`src/rtl/wg_done_tracker.sv`:
```
// Workgroup completion tracker. Keeps a per-WG count of outstanding
// wavefronts, emits one done token when a WG finishes, and blocks
// re-dispatch of a WG ID until its token has been taken by the host.
module wg_done_tracker #(
  parameter int WG_ID_WIDTH  = 5,
  parameter int WF_CNT_WIDTH = 6
) (
  input  logic                    clk,
  input  logic                    rst,
  input  logic                    dispatch_valid_i,
  output logic                    dispatch_ready_o,
  input  logic [WG_ID_WIDTH-1:0]  dispatch_wg_id_i,
  input  logic [WF_CNT_WIDTH-1:0] dispatch_wf_count_i,
  input  logic                    wf_done_valid_i,
  output logic                    wf_done_ready_o,
  input  logic [WG_ID_WIDTH-1:0]  wf_done_wg_id_i,
  output logic                    wg_done_valid_o,
  input  logic                    wg_done_ready_i,
  output logic [WG_ID_WIDTH-1:0]  wg_done_wg_id_o,
  output logic [WG_ID_WIDTH:0]    active_wg_cnt_o,
  output logic                    err_o
);
  localparam int DEPTH = 1 << WG_ID_WIDTH;

  logic [DEPTH-1:0]                   r_active;
  logic [DEPTH-1:0][WF_CNT_WIDTH-1:0] r_remain;
  logic                               r_out_vld;
  logic [WG_ID_WIDTH-1:0]             r_out_id;
  logic [WG_ID_WIDTH:0]               r_cnt;
  logic                               r_err;

  logic                    w_disp_acc, w_disp_load, w_disp_zero;
  logic                    w_wf_acc, w_wf_active, w_wf_dec, w_wf_err, w_cmpl;
  logic                    w_hs;
  logic [WF_CNT_WIDTH-1:0] w_wf_remain;
  logic [DEPTH-1:0]        w_load_sel, w_dec_sel, w_clr_sel;

  // A WG ID is only dispatchable once its previous incarnation is fully retired.
  assign dispatch_ready_o = ~r_active[dispatch_wg_id_i];
  // Any pending, unaccepted token stalls the whole wf_done stream.
  assign wf_done_ready_o  = ~r_out_vld | wg_done_ready_i;

  assign w_disp_acc  = dispatch_valid_i & dispatch_ready_o;
  assign w_disp_zero = (dispatch_wf_count_i == '0);
  assign w_disp_load = w_disp_acc & ~w_disp_zero;

  assign w_wf_acc    = wf_done_valid_i & wf_done_ready_o;
  assign w_wf_active = r_active[wf_done_wg_id_i];
  assign w_wf_remain = r_remain[wf_done_wg_id_i];
  // A WG whose count is already zero is waiting for its token; further wf_done is bogus.
  assign w_wf_dec    = w_wf_acc & w_wf_active & (w_wf_remain != '0);
  assign w_wf_err    = w_wf_acc & ~(w_wf_active & (w_wf_remain != '0));
  assign w_cmpl      = w_wf_dec & (w_wf_remain == WF_CNT_WIDTH'(1));

  assign w_hs        = r_out_vld & wg_done_ready_i;

  // One-hot row selects for the per-ID table update.
  always_comb begin
    w_load_sel = '0;
    w_dec_sel  = '0;
    w_clr_sel  = '0;
    w_load_sel[dispatch_wg_id_i] = w_disp_load;
    w_dec_sel[wf_done_wg_id_i]   = w_wf_dec;
    w_clr_sel[r_out_id]          = w_hs;
  end

  // Per-ID table: load on dispatch, decrement on wf_done, retire on token handshake.
  // A load and a decrement never hit the same row: loads need an inactive ID,
  // decrements need an active one.
  always_ff @(posedge clk or posedge rst) begin
    if (rst) begin
      r_active <= '0;
      r_remain <= '0;
    end else begin
      for (int i = 0; i < DEPTH; i++) begin
        if (w_clr_sel[i])       r_active[i] <= 1'b0;
        if (w_load_sel[i]) begin
          r_active[i] <= 1'b1;
          r_remain[i] <= dispatch_wf_count_i;
        end else if (w_dec_sel[i]) begin
          r_remain[i] <= r_remain[i] - WF_CNT_WIDTH'(1);
        end
      end
    end
  end

  // Single-entry token register; a new completion may reload it on the handshake edge.
  always_ff @(posedge clk or posedge rst) begin
    if (rst) begin
      r_out_vld <= 1'b0;
      r_out_id  <= '0;
    end else if (w_cmpl) begin
      r_out_vld <= 1'b1;
      r_out_id  <= wf_done_wg_id_i;
    end else if (w_hs) begin
      r_out_vld <= 1'b0;
    end
  end

  // Active-WG counter: up on activation, down on token handshake.
  always_ff @(posedge clk or posedge rst) begin
    if (rst) r_cnt <= '0;
    else begin
      case ({w_disp_load, w_hs})
        2'b10:   r_cnt <= r_cnt + 1'b1;
        2'b01:   r_cnt <= r_cnt - 1'b1;
        default: r_cnt <= r_cnt;
      endcase
    end
  end

  // Sticky protocol error: zero-count dispatch or wf_done for an ID with nothing outstanding.
  always_ff @(posedge clk or posedge rst) begin
    if (rst)                                     r_err <= 1'b0;
    else if ((w_disp_acc & w_disp_zero) | w_wf_err) r_err <= 1'b1;
  end

  assign wg_done_valid_o = r_out_vld;
  assign wg_done_wg_id_o = r_out_id;
  assign active_wg_cnt_o = r_cnt;
  assign err_o           = r_err;
endmodule

```
`config.mk`:
```
export PLATFORM = sky130hd
export DESIGN_NAME = wg_done_tracker
export DESIGN_NICKNAME = d
export VERILOG_FILES = /design/src/rtl/wg_done_tracker.sv
export SDC_FILE = /design/constraint.sdc
export NUM_CORES = 1
export LEC_CHECK = 0
export ABC_CLOCK_PERIOD_IN_PS = 7800
export BUFFER_PORTS_ARGS = -buffer_cell sky130_fd_sc_hd__buf_2
export CAP_MARGIN = 20
export CORE_MARGIN = 1
export CORE_UTILIZATION = 30
export CTS_CLUSTER_SIZE = 30
export DETAILED_ROUTE_END_ITERATION = 8
export GPL_TIMING_DRIVEN = 0
export PLACE_DENSITY = 0.49
export SYNTH_ARGS = -nofsm -noshare
export SYNTH_HDL_FRONTEND = slang
export SYNTH_SLANG_ARGS = --single-unit
```
`constraint.sdc`:
```
create_clock -name clk -period 7.8 [get_ports clk]
set_input_delay 1.17 -clock clk [delete_from_list [all_inputs] [get_ports clk]]
set_output_delay 1.17 -clock clk [all_outputs]
set_load 0.02 [all_outputs]
```
==> Word-level counts from Yosys, hierarchy flattened <==
Index checks and enable logic that the tools add are counted.
W data, S select, Z words.
{ "totals": {"ff_bits": 237, "out_inout_bits": 15, "wordCells": 344} }
{ "op_classes": {"n_eq_ne": 3, "n_reduce_logical": 71, "magnitude_cmp": 6, "bitwise": 19, "muxes": 143, "add_sub_neg": 34} }
{ "op_table": {"columns": ["op", "count"], "rows": [
  ["$mux W6", 65],
  ["$sub A6 B1 Y6 const B", 33],
  ["$reduce_bool A2 Y1", 66],
  ["$and A32 B32 Y32", 3],
  ["$mux W1", 71],
  ["$bmux W6 S5", 1],
  ["$lt A5 B6 Y1 const B", 3],
  ["$demux W1 S5", 3],
  ["$ge A5 B1 Y1 const B", 3],
  ["$pmux W6 S2", 1],
  ["$and A1 B1 Y1", 10],
  ["$bmux W1 S5", 2],
  ["$add A6 B1 Y6 const B", 1],
  ["$eq A6 B1 Y1 const B", 1],
  ["$logic_not A6 Y1", 1],
  ["$reduce_bool A6 Y1", 1],
  ["$not A1 Y1", 4],
  ["$logic_and A1 B1 Y1", 3],
  ["$eq A2 B1 Y1 const B", 1],
  ["$eq A2 B2 Y1 const B", 1],
  ["$or A1 B1 Y1", 2]
]} }

==> Longest topological paths before layout <==
Gate-level depths: netlist of run 1.
{ "logic_depth": {"word_depth": 8, "ltp_mapped": 15, "ltp_nobuf": 13} }

==> Worst setup path after synthesis of run 1 <==
No wires, ideal clock.
{ "synth_path": {"kind": "in2reg", "startpoint": "input port dispatch_wg_id_i[0]", "endpoint": "register r_cnt[4] (netlist: active_wg_cnt_o[4])", "required_ns": 7.667, "setup_ns": 0.133, "path_stages": 15, "slack_ns": 3.544, "arrival_ns": 4.123, "path_cell_list": "buf_4 > mux4_2 > a22oi_1 > and4_1 > nand3_1 > ha_1 > clkbuf_1 > xor2_1 > ha_1 > a21o_1 > nand2_1 > a21oi_1 > a221oi_1 > nor2_1 > xor2_1"} }
{ "synth_between": {"elab_chain_cells": 7, "elab_cells_between_ends": 9} }
{ "synth_lines": {"columns": ["item", "line", "source"], "rows": [
  ["start: declaration", "12", "input logic [WG_ID_WIDTH-1:0] dispatch_wg_id_i,"],
  ["$bmux W1 S5 (*)", "39", "assign dispatch_ready_o = ~r_active[dispatch_wg_id_i];"],
  ["$mux W1 (not written as such) (*)", "39", null],
  ["$not A1 Y1 (*)", "39", null],
  ["via dispatch_ready_o", "11", "output logic dispatch_ready_o,"],
  ["$and A1 B1 Y1 (*)", "43", "assign w_disp_acc = dispatch_valid_i & dispatch_ready_o;"],
  ["$and A1 B1 Y1 (*)", "45", "assign w_disp_load = w_disp_acc & ~w_disp_zero;"],
  ["$eq A2 B1 Y1 or $eq A2 B2 Y1 (tied branches)", "104", "case ({w_disp_load, w_hs})"],
  ["$pmux W6 S2 or $reduce_bool A2 Y1 (tied branches)", null, null],
  ["end signal: assignment", "105", "2'b10: r_cnt <= r_cnt + 1'b1;"],
  ["end signal: assignment", "106", "2'b01: r_cnt <= r_cnt - 1'b1;"],
  ["end signal: assignment", "107", "default: r_cnt <= r_cnt;"],
  ["end: declaration", "29", "logic [WG_ID_WIDTH:0] r_cnt;"]
]} }
Mark *: on every way through the listed nets, which the timed path passes. The rest lies on a longest branch. The select of a mux whose other input is x is not followed.
A chain may end at the register's enable or synchronous reset.

==> Worst setup path in the final report of run 1 <==
{ "layout_path": {"startpoint": "input port wf_done_wg_id_i[1]", "endpoint": "register r_remain[6] (netlist name)"} }
{ "layout_between": {"elab_chain_cells": 6, "elab_cells_between_ends": 14} }
{ "layout_lines": {"columns": ["item", "line", "source"], "rows": [
  ["start: declaration", "16", "input logic [WG_ID_WIDTH-1:0] wf_done_wg_id_i,"],
  ["$bmux W6 S5 (tied with other cells)", "49", "assign w_wf_remain = r_remain[wf_done_wg_id_i];"],
  ["$mux W6 (not written as such) (tied with other cells)", "49", null],
  ["$reduce_bool A6 Y1 (tied with other cells)", "51", "assign w_wf_dec = w_wf_acc & w_wf_active & (w_wf_remain != '0);"],
  ["$and A1 B1 Y1 or $demux W1 S5 (tied branches)", "51, 63", null],
  ["$and A32 B32 Y32 (no source line) (*)", null, null],
  ["$reduce_bool A2 Y1 (no source line) (*)", null, null],
  ["end signal: indexed assignment", "79", "r_remain[i] <= dispatch_wf_count_i;"],
  ["end signal: indexed assignment", "81", "r_remain[i] <= r_remain[i] - WF_CNT_WIDTH'(1);"],
  ["end: declaration", "26", "logic [DEPTH-1:0][WF_CNT_WIDTH-1:0] r_remain;"]
]} }
Mark *: on every way between the ends. The rest lies on a longest branch, timed or not. The select of a mux whose other input is x is not followed.

==> impl_metrics.py, run 1 <==
metrics = {
    "global_route": {
        "grt-ovfl-total": 0,
        "grt_first_pass_wirelength_um": 91800,
        "grt_pass1_vias": 13111,
        "track_usage": 0.253,
        "antenna_found_initial": 2,
        "grt_max_degree": 93,
    },
    "layout": {
        "drive_gt1_frac": 0.113,
        "layout.nets": 1789,
        "mostFrequentLayoutCells": "dfrtp_1, nor2_1, nand2_1",
        "antenna_cells": 0,
        "mostFrequentLayoutCell": "dfrtp_1",
        "syn2layout_area_growth_pct": 14.1,
    },
    "hold_path": {
        "hold_start": "active_wg_cnt_o[5]",
        "hp-class": "reg2reg",
    },
    "placement": {
        "hpwl_um": 45300,
        "gp_congestion": 0.965,
        "port_buffers": 30,
    },
    "die": {
        "fp.dieH_um": 224,
        "die_w_um": 224,
        "rows": 80,
        "core-area_um2": 48100,
        "ios": 36,
        "die-area_um2": 50100,
        "start_util": 0.307,
    },
    "clock_tree": {
        "clkLatencyLatePin_ps": 600,
        "h-tree-depth": 1,
        "clockBufferDepth": 3,
        "tritoncts": "done",
        "post-cts-setup-buffers": 0,
        "clk_pin_slew_ps": 60,
        "holdBufCountCts": 0,
        "cts_resized": 0,
        "clock_sinks": 237,
        "cts_root_buf": "clkbuf_16",
        "numCtsBuffers": 30,
    },
    "setup_path": {
        "setup.worst_path.end_class": "register",
        "timing.rr.start": "r_active[25]",
        "crit_start": "wf_done_wg_id_i[1]",
        "critical-path-max-stage-delay_ps": 760,
        "cp-start-kind": "input pin",
        "worstPathMaxFanout": 10,
        "cpMaxStageDelayCell": "clkbuf_1",
        "path_common_cell": "buf_2",
        "endpoint": "r_remain[6]",
        "cp.required_ps": 8220,
        "path_delay_family": "buffers and inverters",
        "arrival_ps": 5570,
        "path_cells": "buf_2 > buf_4 > buf_2 > clkbuf_1 > a21oi_1 > o22ai_1 > o22a_1 > nand3_1 > o21bai_4 > buf_2 > buf_2 > nor2_1 > xnor2_1 > a21oi_1",
        "rr_endpoint": "r_remain[103]",
        "cp_num_buf_inv": 6,
        "critPathKind": "in2reg",
        "timing.reg2reg.setup_slack_ps": 3750,
        "path_depth": 14,
        "worst_r2r_path_depth": 8,
    },
    "sta": {
        "hold_viol": 0,
        "timing.final.crit_period_ps": 5150,
        "timing.slew.headroom": 0.155,
        "setup_viol": 0,
        "rsz0062_at_grt": "no",
        "fin_skew_ps": 31.3,
        "max_freq_ghz": 0.194,
        "fin_setup_tns_ps": 0,
        "tightestPinTransition_ps": 1260,
        "drv_slew": 0,
        "final.period_utilization": 0.660,
    },
    "detailed_routing": {
        "vias": 13537,
        "dr.pass1.iters": 5,
        "drc_errors": 0,
        "drt_iter0_drc": 1332,
        "wl_per_cell_um": 26.2,
        "via_per_inst": 5.62,
        "wirelength_um": 63000,
        "ant_nets": 0,
    },
    "pwr": {
        "powerDensity_nw_per_um2": 318,
        "power.leakage_nw": 6.56,
        "peakVddDrop_mv": 0.192,
        "total_power_w": 0.00535,
    },
    "synth": {
        "netlist_area_um2": 14800,
        "synthesis.nets": 1719,
        "synth-edff-count": 0,
        "synth_top_cell_area_share": 0.402,
        "ys_ff_latch": 237,
        "yosys_warnings": 0,
        "ys.flop_type": "dfrtp_1",
        "synth_area_per_cell_um2": 8.87,
        "ys_async_sr_fraction": 1.00,
        "synth_cell_types": 72,
        "synthCells": 1663,
        "ys_seq_area_frac": 0.402,
        "synth_top_area_cell": "dfrtp_1",
        "synth_area_leaders": "dfrtp_1, xnor2_1, nor2_1",
    },
    "flow_run": {
        "maxCapViolations": 0,
    },
    "outcome": {
        "run_status": "complete, no violations",
    },
}
==> final cells by class <==
class / instances / area, um2
Tap cell: 656 / 821
Multi-Input combinational cell: 1249 / 8060
Clock inverter: 11 / 173
Inverter: 79 / 304
Buffer: 98 / 470
Fill cell: 4997 / 31300
Clock buffer: 40 / 808
Sequential cell: 237 / 5930
Timing Repair Buffer: 38 / 270
==> how the worst min path moves through the flow <==
stage               slack, ps  cells past startpoint                  to
floorplan                 480                      2         r_active[2]
global placement          460                      1  active_wg_cnt_o[5]
detailed placement        460                      1  active_wg_cnt_o[5]
CTS                       470                      1  active_wg_cnt_o[5]
global route              500                      1  active_wg_cnt_o[5]
finish                    460                      1  active_wg_cnt_o[5]
==> cell families after synthesis <==
group,count (synthesis),synth area share
simple gates,677,0.221
compound gates,317,0.128
flops,237,0.402
buf+inv,177,0.0520
xor+xnor,129,0.0766
mux,91,0.0915
fa+ha+maj,35,0.0297
==> metrics by stage <==
stage | utilization | setup WS [ps] | cell area (um2) | hold WS, ps | instances
after detailed placement | 0.329 | 2280 | 15800 | 456 | 2355
after CTS | 0.349 | 2890 | 16800 | 472 | 2406
after global placement | 0.327 | -3540 | 15700 | 463 | 2349
after global routing | 0.350 | 2690 | 16800 | 503 | 2408
after floorplan | - | 127 | 14800 | 482 | 1663
final | 0.350 | 2650 | 16800 | 465 | 2408
==> cells in the mapped netlist, types with 6 or more instances <==
cell and count:
a211oi_1 6, a21o_1 6, a21oi_1 88, a22o_1 8, a22oi_1 8, a31oi_1 8, buf_2 13, buf_4 9
buf_6 7, clkbuf_1 65, dfrtp_1 237, ha_1 35, inv_1 78, mux2_2 37, mux2i_1 19, mux4_2 31
nand2_1 172, nand2b_1 14, nand3_1 47, nand3b_1 9, nand4_1 9, nor2_1 191, nor2b_1 6, nor3_1 85
nor3b_1 11, nor4_1 51, o21ai_0 120, o21ai_1 11, o22ai_1 13, o41ai_1 9, or3_1 35, or4_1 14
xnor2_1 110, xor2_1 19
==> per-layer routing <==
layer	vias up	routed length, um	GRT usage
met4	2	2970	0.106
met5	-	54	0
li1	6022	-	-
met3	159	5170	0.0575
met1	6722	27600	0.347
met2	632	27300	0.381
==> power breakdown <==
| group | leakage [nW] | switching (W) | internal (W) | total, W |
|---|---|---|---|---|
| Sequential | 2.86 | 0.000428 | 0.00164 | 0.00207 |
| Combinational | 3.23 | 0.00108 | 0.000763 | 0.00184 |
| Clock | 0.477 | 0.000591 | 0.000853 | 0.00144 |
| Total | 6.56 | 0.00209 | 0.00326 | 0.00535 |
==> registers in the layout, summed over array words and instances, names as in the netlist <==
name,cells
r_remain,192
wg_done_valid_o,1
active_wg_cnt_o,6
r_active,32
err_o,1
wg_done_wg_id_o,5
==> worst reg2reg max path, delay by kind of cell, from the launching register on <==
kind | cells | cell delay [ps]
AO/OA/AOI/OAI | 2 | 480
flip-flops | 1 | 410
multiplexers | 1 | 480
AND/OR/NAND/NOR | 5 | 2560
Power figures use the tool's default switching activity.
==> inputs of run 2 (changes only) <==
ABC_AREA = 1   (was default)
ABC_CLOCK_PERIOD_IN_PS = 4500   (was 7800)
clock period = 4.5 ns   (was 7.8 ns; I/O delays follow)
==> run 2 against run 1 <==
Compared with the run above:
- count of clock-buffer cells in the layout increased by 13
- register-to-register slack got worse by 3000 ps
- area after synthesis increased by 26%
- via count increased by 48%
- critical path depth increased by 11
- non-clock buffer count increased by 36
- cell count increased by 54%
- clock skew decreased by 6.8 ps
- global-route usage increased by 0.27 points
- final area increased by 24%
- sequential share of layout area decreased by 6.9 points
- synthesized cell count increased by 71%
- critical endpoint is now active_wg_cnt_o[4]
- largest power group is now combinational logic
- highest routed layer unchanged
==> impl_metrics.py, run 2 <==
metrics = {
    "synth": {
        "netlist_area_um2": 18600,
        "synthCells": 2845,
        "ys_async_sr_fraction": 1.00,
        "ys.flop_type": "dfrtp_1",
        "synth_top_cell_area_share": 0.320,
        "synth_area_per_cell_um2": 6.52,
        "synth_cell_types": 33,
        "ys_seq_area_frac": 0.320,
        "synth_top_area_cell": "dfrtp_1",
        "ys_ff_latch": 237,
        "synth_most_common_cell": "nand2_1",
        "synth_common_cells": "nand2_1, nand3_1, nor2_1",
        "synth_area_leaders": "dfrtp_1, nand2_1, nand3_1",
        "synth-edff-count": 0,
        "synthesis.nets": 2901,
        "yosys_warnings": 0,
    },
    "setup_path": {
        "arrival_ps": 4620,
        "cpMaxStageDelayCell": "buf_4",
        "worst_r2r_path_depth": 22,
        "path_common_cell": "nand2_1",
        "critical-path-max-stage-delay_ps": 340,
        "worstPathMaxFanout": 19,
        "critPathKind": "in2reg",
        "path_depth": 25,
        "setup.worst_path.end_class": "register",
        "cp.required_ps": 4940,
        "cp-start-kind": "input pin",
        "path_delay_family": "buffers and inverters",
        "cp_num_buf_inv": 7,
    },
    "clock_tree": {
        "h-tree-depth": 2,
        "holdBufCountCts": 0,
        "post-cts-setup-buffers": 0,
        "clkLatencyLatePin_ps": 570,
        "tritoncts": "done",
        "clockBufferDepth": 3,
        "numCtsBuffers": 34,
        "clock_sinks": 237,
        "cts_root_buf": "clkbuf_16",
        "clk_pin_slew_ps": 60,
    },
    "detailed_routing": {
        "drc_errors": 0,
        "dr.pass1.iters": 6,
        "drt_iter0_drc": 2212,
        "ant_nets": 0,
        "vias": 19985,
        "wirelength_um": 80700,
        "via_per_inst": 5.37,
        "wl_per_cell_um": 21.7,
    },
    "die": {
        "fp.dieH_um": 251,
        "start_util": 0.306,
        "core-area_um2": 60700,
        "die-area_um2": 62900,
        "die_w_um": 251,
        "ios": 36,
        "rows": 90,
    },
    "sta": {
        "drv_slew": 0,
        "fin_skew_ps": 24.5,
        "hold_viol": 0,
        "rsz0062_at_grt": "no",
        "setup_viol": 0,
        "tightestPinTransition_ps": 1290,
        "fin_setup_tns_ps": 0,
        "whs_ps": 214,
        "final.period_utilization": 0.928,
        "timing.final.crit_period_ps": 4180,
        "timing.slew.headroom": 0.138,
        "max_freq_ghz": 0.239,
    },
    "layout": {
        "largest_register_ffs": 192,
        "antenna_cells": 0,
        "drive_gt1_frac": 0.0813,
        "largest_register": "r_remain",
        "mostFrequentLayoutCells": "nand2_1, nand3_1, nor2_1",
        "layout.nets": 2971,
        "mostFrequentLayoutCell": "nand2_1",
        "syn2layout_area_growth_pct": 12.8,
        "nFillCells": 6495,
    },
    "pwr": {
        "powerDensity_nw_per_um2": 600,
        "power.leakage_nw": 10.8,
        "total_power_w": 0.0126,
        "peakVddDrop_mv": 0.294,
    },
    "placement": {
        "port_buffers": 27,
        "gp_congestion": 1.02,
        "hpwl_um": 57900,
    },
    "global_route": {
        "grt-ovfl-total": 0,
        "grt_first_pass_wirelength_um": 120000,
        "track_usage": 0.255,
        "antenna_found_initial": 3,
        "grt_pass1_vias": 18851,
        "grt_max_degree": 38,
    },
    "hold_path": {
        "hp-class": "in2async",
    },
    "outcome": {
        "run_status": "complete, no violations",
    },
    "flow_run": {
        "maxCapViolations": 0,
    },
}
-- run 2: path summary, 6_finish.rpt --
kind,slack [ps],to,start
worst min-delay path,210,r_active[14],rst
min in group clk,400,err_o,wf_done_valid_i
worst min register to register,470,active_wg_cnt_o[5],active_wg_cnt_o[5]
max in group asynchronous,3070,r_remain[11],rst
worst max-delay path,320,active_wg_cnt_o[4],dispatch_wg_id_i[0]
worst max register to register,710,active_wg_cnt_o[4],r_active[11]
-- run 2: worst reg2reg max path, delay by kind of cell, from the launching register on --
kind | cells | cell delay (ps)
buffers and inverters | 5 | 920
XOR/XNOR | 2 | 360
adder cells (fa/ha/maj) | 2 | 350
AND/OR/NAND/NOR | 9 | 1200
flip-flops | 1 | 380
AO/OA/AOI/OAI | 4 | 430
-- run 2: final cells by class --
cell class,instances,area (um2),share of cell area
buffer,136,702,0.0335
inverter,226,852,0.0407
clock inverter,6,48.8,0.00233
multi-input combinational,2244,11100,0.530
timing repair buffer,36,310,0.0148
tap,782,978,0.0468
sequential,237,5930,0.283
clock buffer,53,1020,0.0488
-- run 2: power by group --
part	internal (W)	switching, W
clock	0.00156	0.00112
combinational	0.00234	0.00371
sequential	0.00299	0.000838
total	0.00688	0.00567
-- run 2: logic make-up (layout without fill, tap and decap cells) --
logic type | Yosys count | in the layout | share of synthesized area
simple gates | 1939 | 1939 | 0.472
buf+inv | 364 | 457 | 0.0833
compound gates | 135 | 135 | 0.0378
fa+ha+maj | 35 | 35 | 0.0236
flops | 237 | 237 | 0.320
xor+xnor | 135 | 135 | 0.0637
-- run 2: through the flow --
step	cell area (um2)	std cells	worst slack, ps	utilization
floorplan	18600	2845	719	-
global placement	19700	3654	-1330	0.324
detailed placement	19800	3663	-789	0.327
CTS	20900	3722	68.9	0.345
global route	20900	3720	65.1	0.345
finish	20900	3720	322	0.345
-- run 2: what timing repair did --
item | 4_1_cts | 5_1_grt
resized for setup | 4 | 3
pin swaps | 0 | 0
endpoints found under the hold margin | 0 | 0
endpoints found under the setup margin | 2 | 2
-- run 2: per-layer routing --
metal  vias to the layer above  GRT usage  wire (um)
met4                         2      0.100       3150
met5                         -          0         12
met2                       888      0.394      35200
met1                      9543      0.356      35400
li1                       9382          -          -
met3                       170     0.0393       6990
==> inputs of run 3 (changes only) <==
CTS_BUF_LIST = sky130_fd_sc_hd__clkbuf_16   (was default)
==> run 3 against run 2 <==
Compared with the run above:
- clock skew shrank 1.4 ps
- critical path depth is 9 lower
- utilization fell by 0.17 points
- non-clock buffer count unchanged
- global-route usage is essentially flat
- combinational power hardly changed
- sequential cell count stayed put
- count of clock-buffer cells in the layout decreased by 19
- largest cell class unchanged
==> impl_metrics.py, run 3 (same netlist as run 2, synthesis figures left out) <==
metrics = {
    "setup_path": {
        "critPathKind": "in2reg",
        "worstPathMaxFanout": 12,
        "setup.worst_path.end_class": "register",
        "cp-start-kind": "input pin",
        "arrival_ps": 4730,
        "cpMaxStageDelayCell": "nand2_1",
        "path_common_cell": "clkbuf_1",
        "cp_num_buf_inv": 5,
        "critical-path-max-stage-delay_ps": 590,
        "cp.required_ps": 4940,
        "path_cells": "clkbuf_1 > nor4_1 > nand2_1 > clkbuf_2 > clkbuf_1 > nand2_1 > ha_1 > clkbuf_1 > xnor2_1 > inv_1 > ha_1 > a21oi_1 > or2_2 > o22ai_1 > xor2_1 > o21ai_0",
        "path_delay_family": "buffers and inverters",
    },
    "flow_run": {
        "maxCapViolations": 0,
    },
    "placement": {
        "gp_congestion": 1.02,
        "hpwl_um": 57900,
        "place_ws_ps": -789,
        "port_buffers": 27,
        "dp_cells": 3663,
    },
    "pwr": {
        "powerDensity_nw_per_um2": 593,
        "power.leakage_nw": 10.8,
        "total_power_w": 0.0124,
        "peakVddDrop_mv": 0.294,
    },
    "global_route": {
        "grt_max_degree": 38,
        "grt_first_pass_wirelength_um": 120000,
        "antenna_found_initial": 3,
        "track_usage": 0.255,
        "grt-ovfl-total": 0,
        "grt_pass1_vias": 18862,
    },
    "clock_tree": {
        "tritoncts": "done",
        "clockBufferDepth": 3,
        "cts_root_buf": "clkbuf_16",
        "clock_sinks": 237,
        "clkLatencyLatePin_ps": 570,
        "h-tree-depth": 2,
        "clk_pin_slew_ps": 60,
        "numCtsBuffers": 34,
    },
    "detailed_routing": {
        "ant_nets": 0,
        "wl_met1_um": 35900,
        "vias": 20038,
        "wirelength_um": 80800,
        "wl_per_cell_um": 21.7,
        "drt_iter0_drc": 2150,
        "dr.pass1.iters": 6,
        "routed-wl-met3_um": 6540,
        "wl_met2_um": 35300,
        "via_per_inst": 5.39,
        "drc_errors": 0,
        "top_layer_used": "met5",
    },
    "hold_path": {
        "hp-class": "in2async",
    },
    "layout": {
        "antenna_cells": 0,
        "largest_register": "r_remain",
        "layout.nets": 2971,
        "fin_util": 0.343,
        "drive_gt1_frac": 0.0776,
        "largest_register_ffs": 192,
        "syn2layout_area_growth_pct": 12.2,
        "mostFrequentLayoutCell": "nand2_1",
        "mostFrequentLayoutCells": "nand2_1, nand3_1, nor2_1",
        "instances_no_fill": 3720,
    },
    "sta": {
        "setup_viol": 0,
        "rsz0062_at_grt": "no",
        "fin_skew_ps": 23.1,
        "drv_slew": 0,
        "hold_viol": 0,
        "timing.slew.headroom": 0.169,
        "tightestPinTransition_ps": 1250,
        "worst_slack_ps": 206,
        "final.period_utilization": 0.954,
        "max_freq_ghz": 0.233,
        "timing.final.crit_period_ps": 4290,
        "whs_ps": 218,
    },
    "die": {
        "die_w_um": 251,
        "die-area_um2": 62900,
        "start_util": 0.306,
        "fp.dieH_um": 251,
        "ios": 36,
        "core-area_um2": 60700,
        "rows": 90,
    },
    "outcome": {
        "run_status": "complete, no violations",
    },
}
==> run 3: cell count changes in the layout (fill, tap and decap cells not counted) <==
cell,delta
clkbuf_8,-10
clkbuf_1,-9
clkinv_1,+10
nand2_2,-1
inv_1,+9
nand2_1,+1
==> run 3: repair_timing <==
| action | 4_1_cts | 5_1_grt |
|---|---|---|
| pin swaps | 0 | 0 |
| resized for setup | 4 | 2 |
| setup endpoints to repair | 2 | 2 |
| buffers inserted | 0 | 0 |
| hold buffers | 0 | 0 |
| gates cloned | 0 | 0 |
==> run 3: per-layer routing <==
metal | global-route usage | vias up
met5 | 0 | -
met4 | 0.101 | 2
met3 | 0.0397 | 170
met2 | 0.393 | 875
met1 | 0.356 | 9617
li1 | - | 9374
==> run 3: layout make-up <==
type / count / area, um2
Timing Repair Buffer: 36 / 310
Fill cell: 6504 / 39900
Sequential cell: 237 / 5930
Tap cell: 782 / 978
Clock buffer: 34 / 851
Buffer: 136 / 702
Multi-Input combinational cell: 2244 / 11100
Inverter: 226 / 852
Clock inverter: 25 / 120
==> run 3: metrics by stage <==
| stage | area, um2 | TNS (ps) |
|---|---|---|
| after floorplan | 18600 | 0 |
| after global routing | 20800 | 0 |
| after CTS | 20800 | 0 |
| after global placement | 19700 | -309240 |
| after detailed placement | 19800 | -2840 |
| final | 20800 | 0 |
==> run 3: worst paths after layout <==
path                                             start                 end  slack, ps  depth (start not counted)
min in group clk                       wf_done_valid_i               err_o        400                          3
max in group asynchronous                          rst        r_remain[11]       3070                          6
worst max-delay path            dispatch_wf_count_i[4]  active_wg_cnt_o[4]        210                         16
worst min-delay path                               rst        r_active[14]        220                          2
worst min register to register      active_wg_cnt_o[5]  active_wg_cnt_o[5]        470                          1
worst max register to register            r_active[15]  active_wg_cnt_o[4]        710                         22
==> run 3: worst reg2reg max path, delay by kind of cell, from the launching register on <==
kind / cells / cell delay (ps)
buffers and inverters: 5 / 940
adder cells (fa/ha/maj): 2 / 350
AND/OR/NAND/NOR: 9 / 1210
flip-flops: 1 / 370
AO/OA/AOI/OAI: 4 / 430
XOR/XNOR: 2 / 350
==> run 3: power breakdown <==
group,switching [W],internal [W]
Sequential,0.000842,0.00299
Clock,0.00111,0.00137
Combinational,0.00372,0.00234
Total,0.00567,0.00669
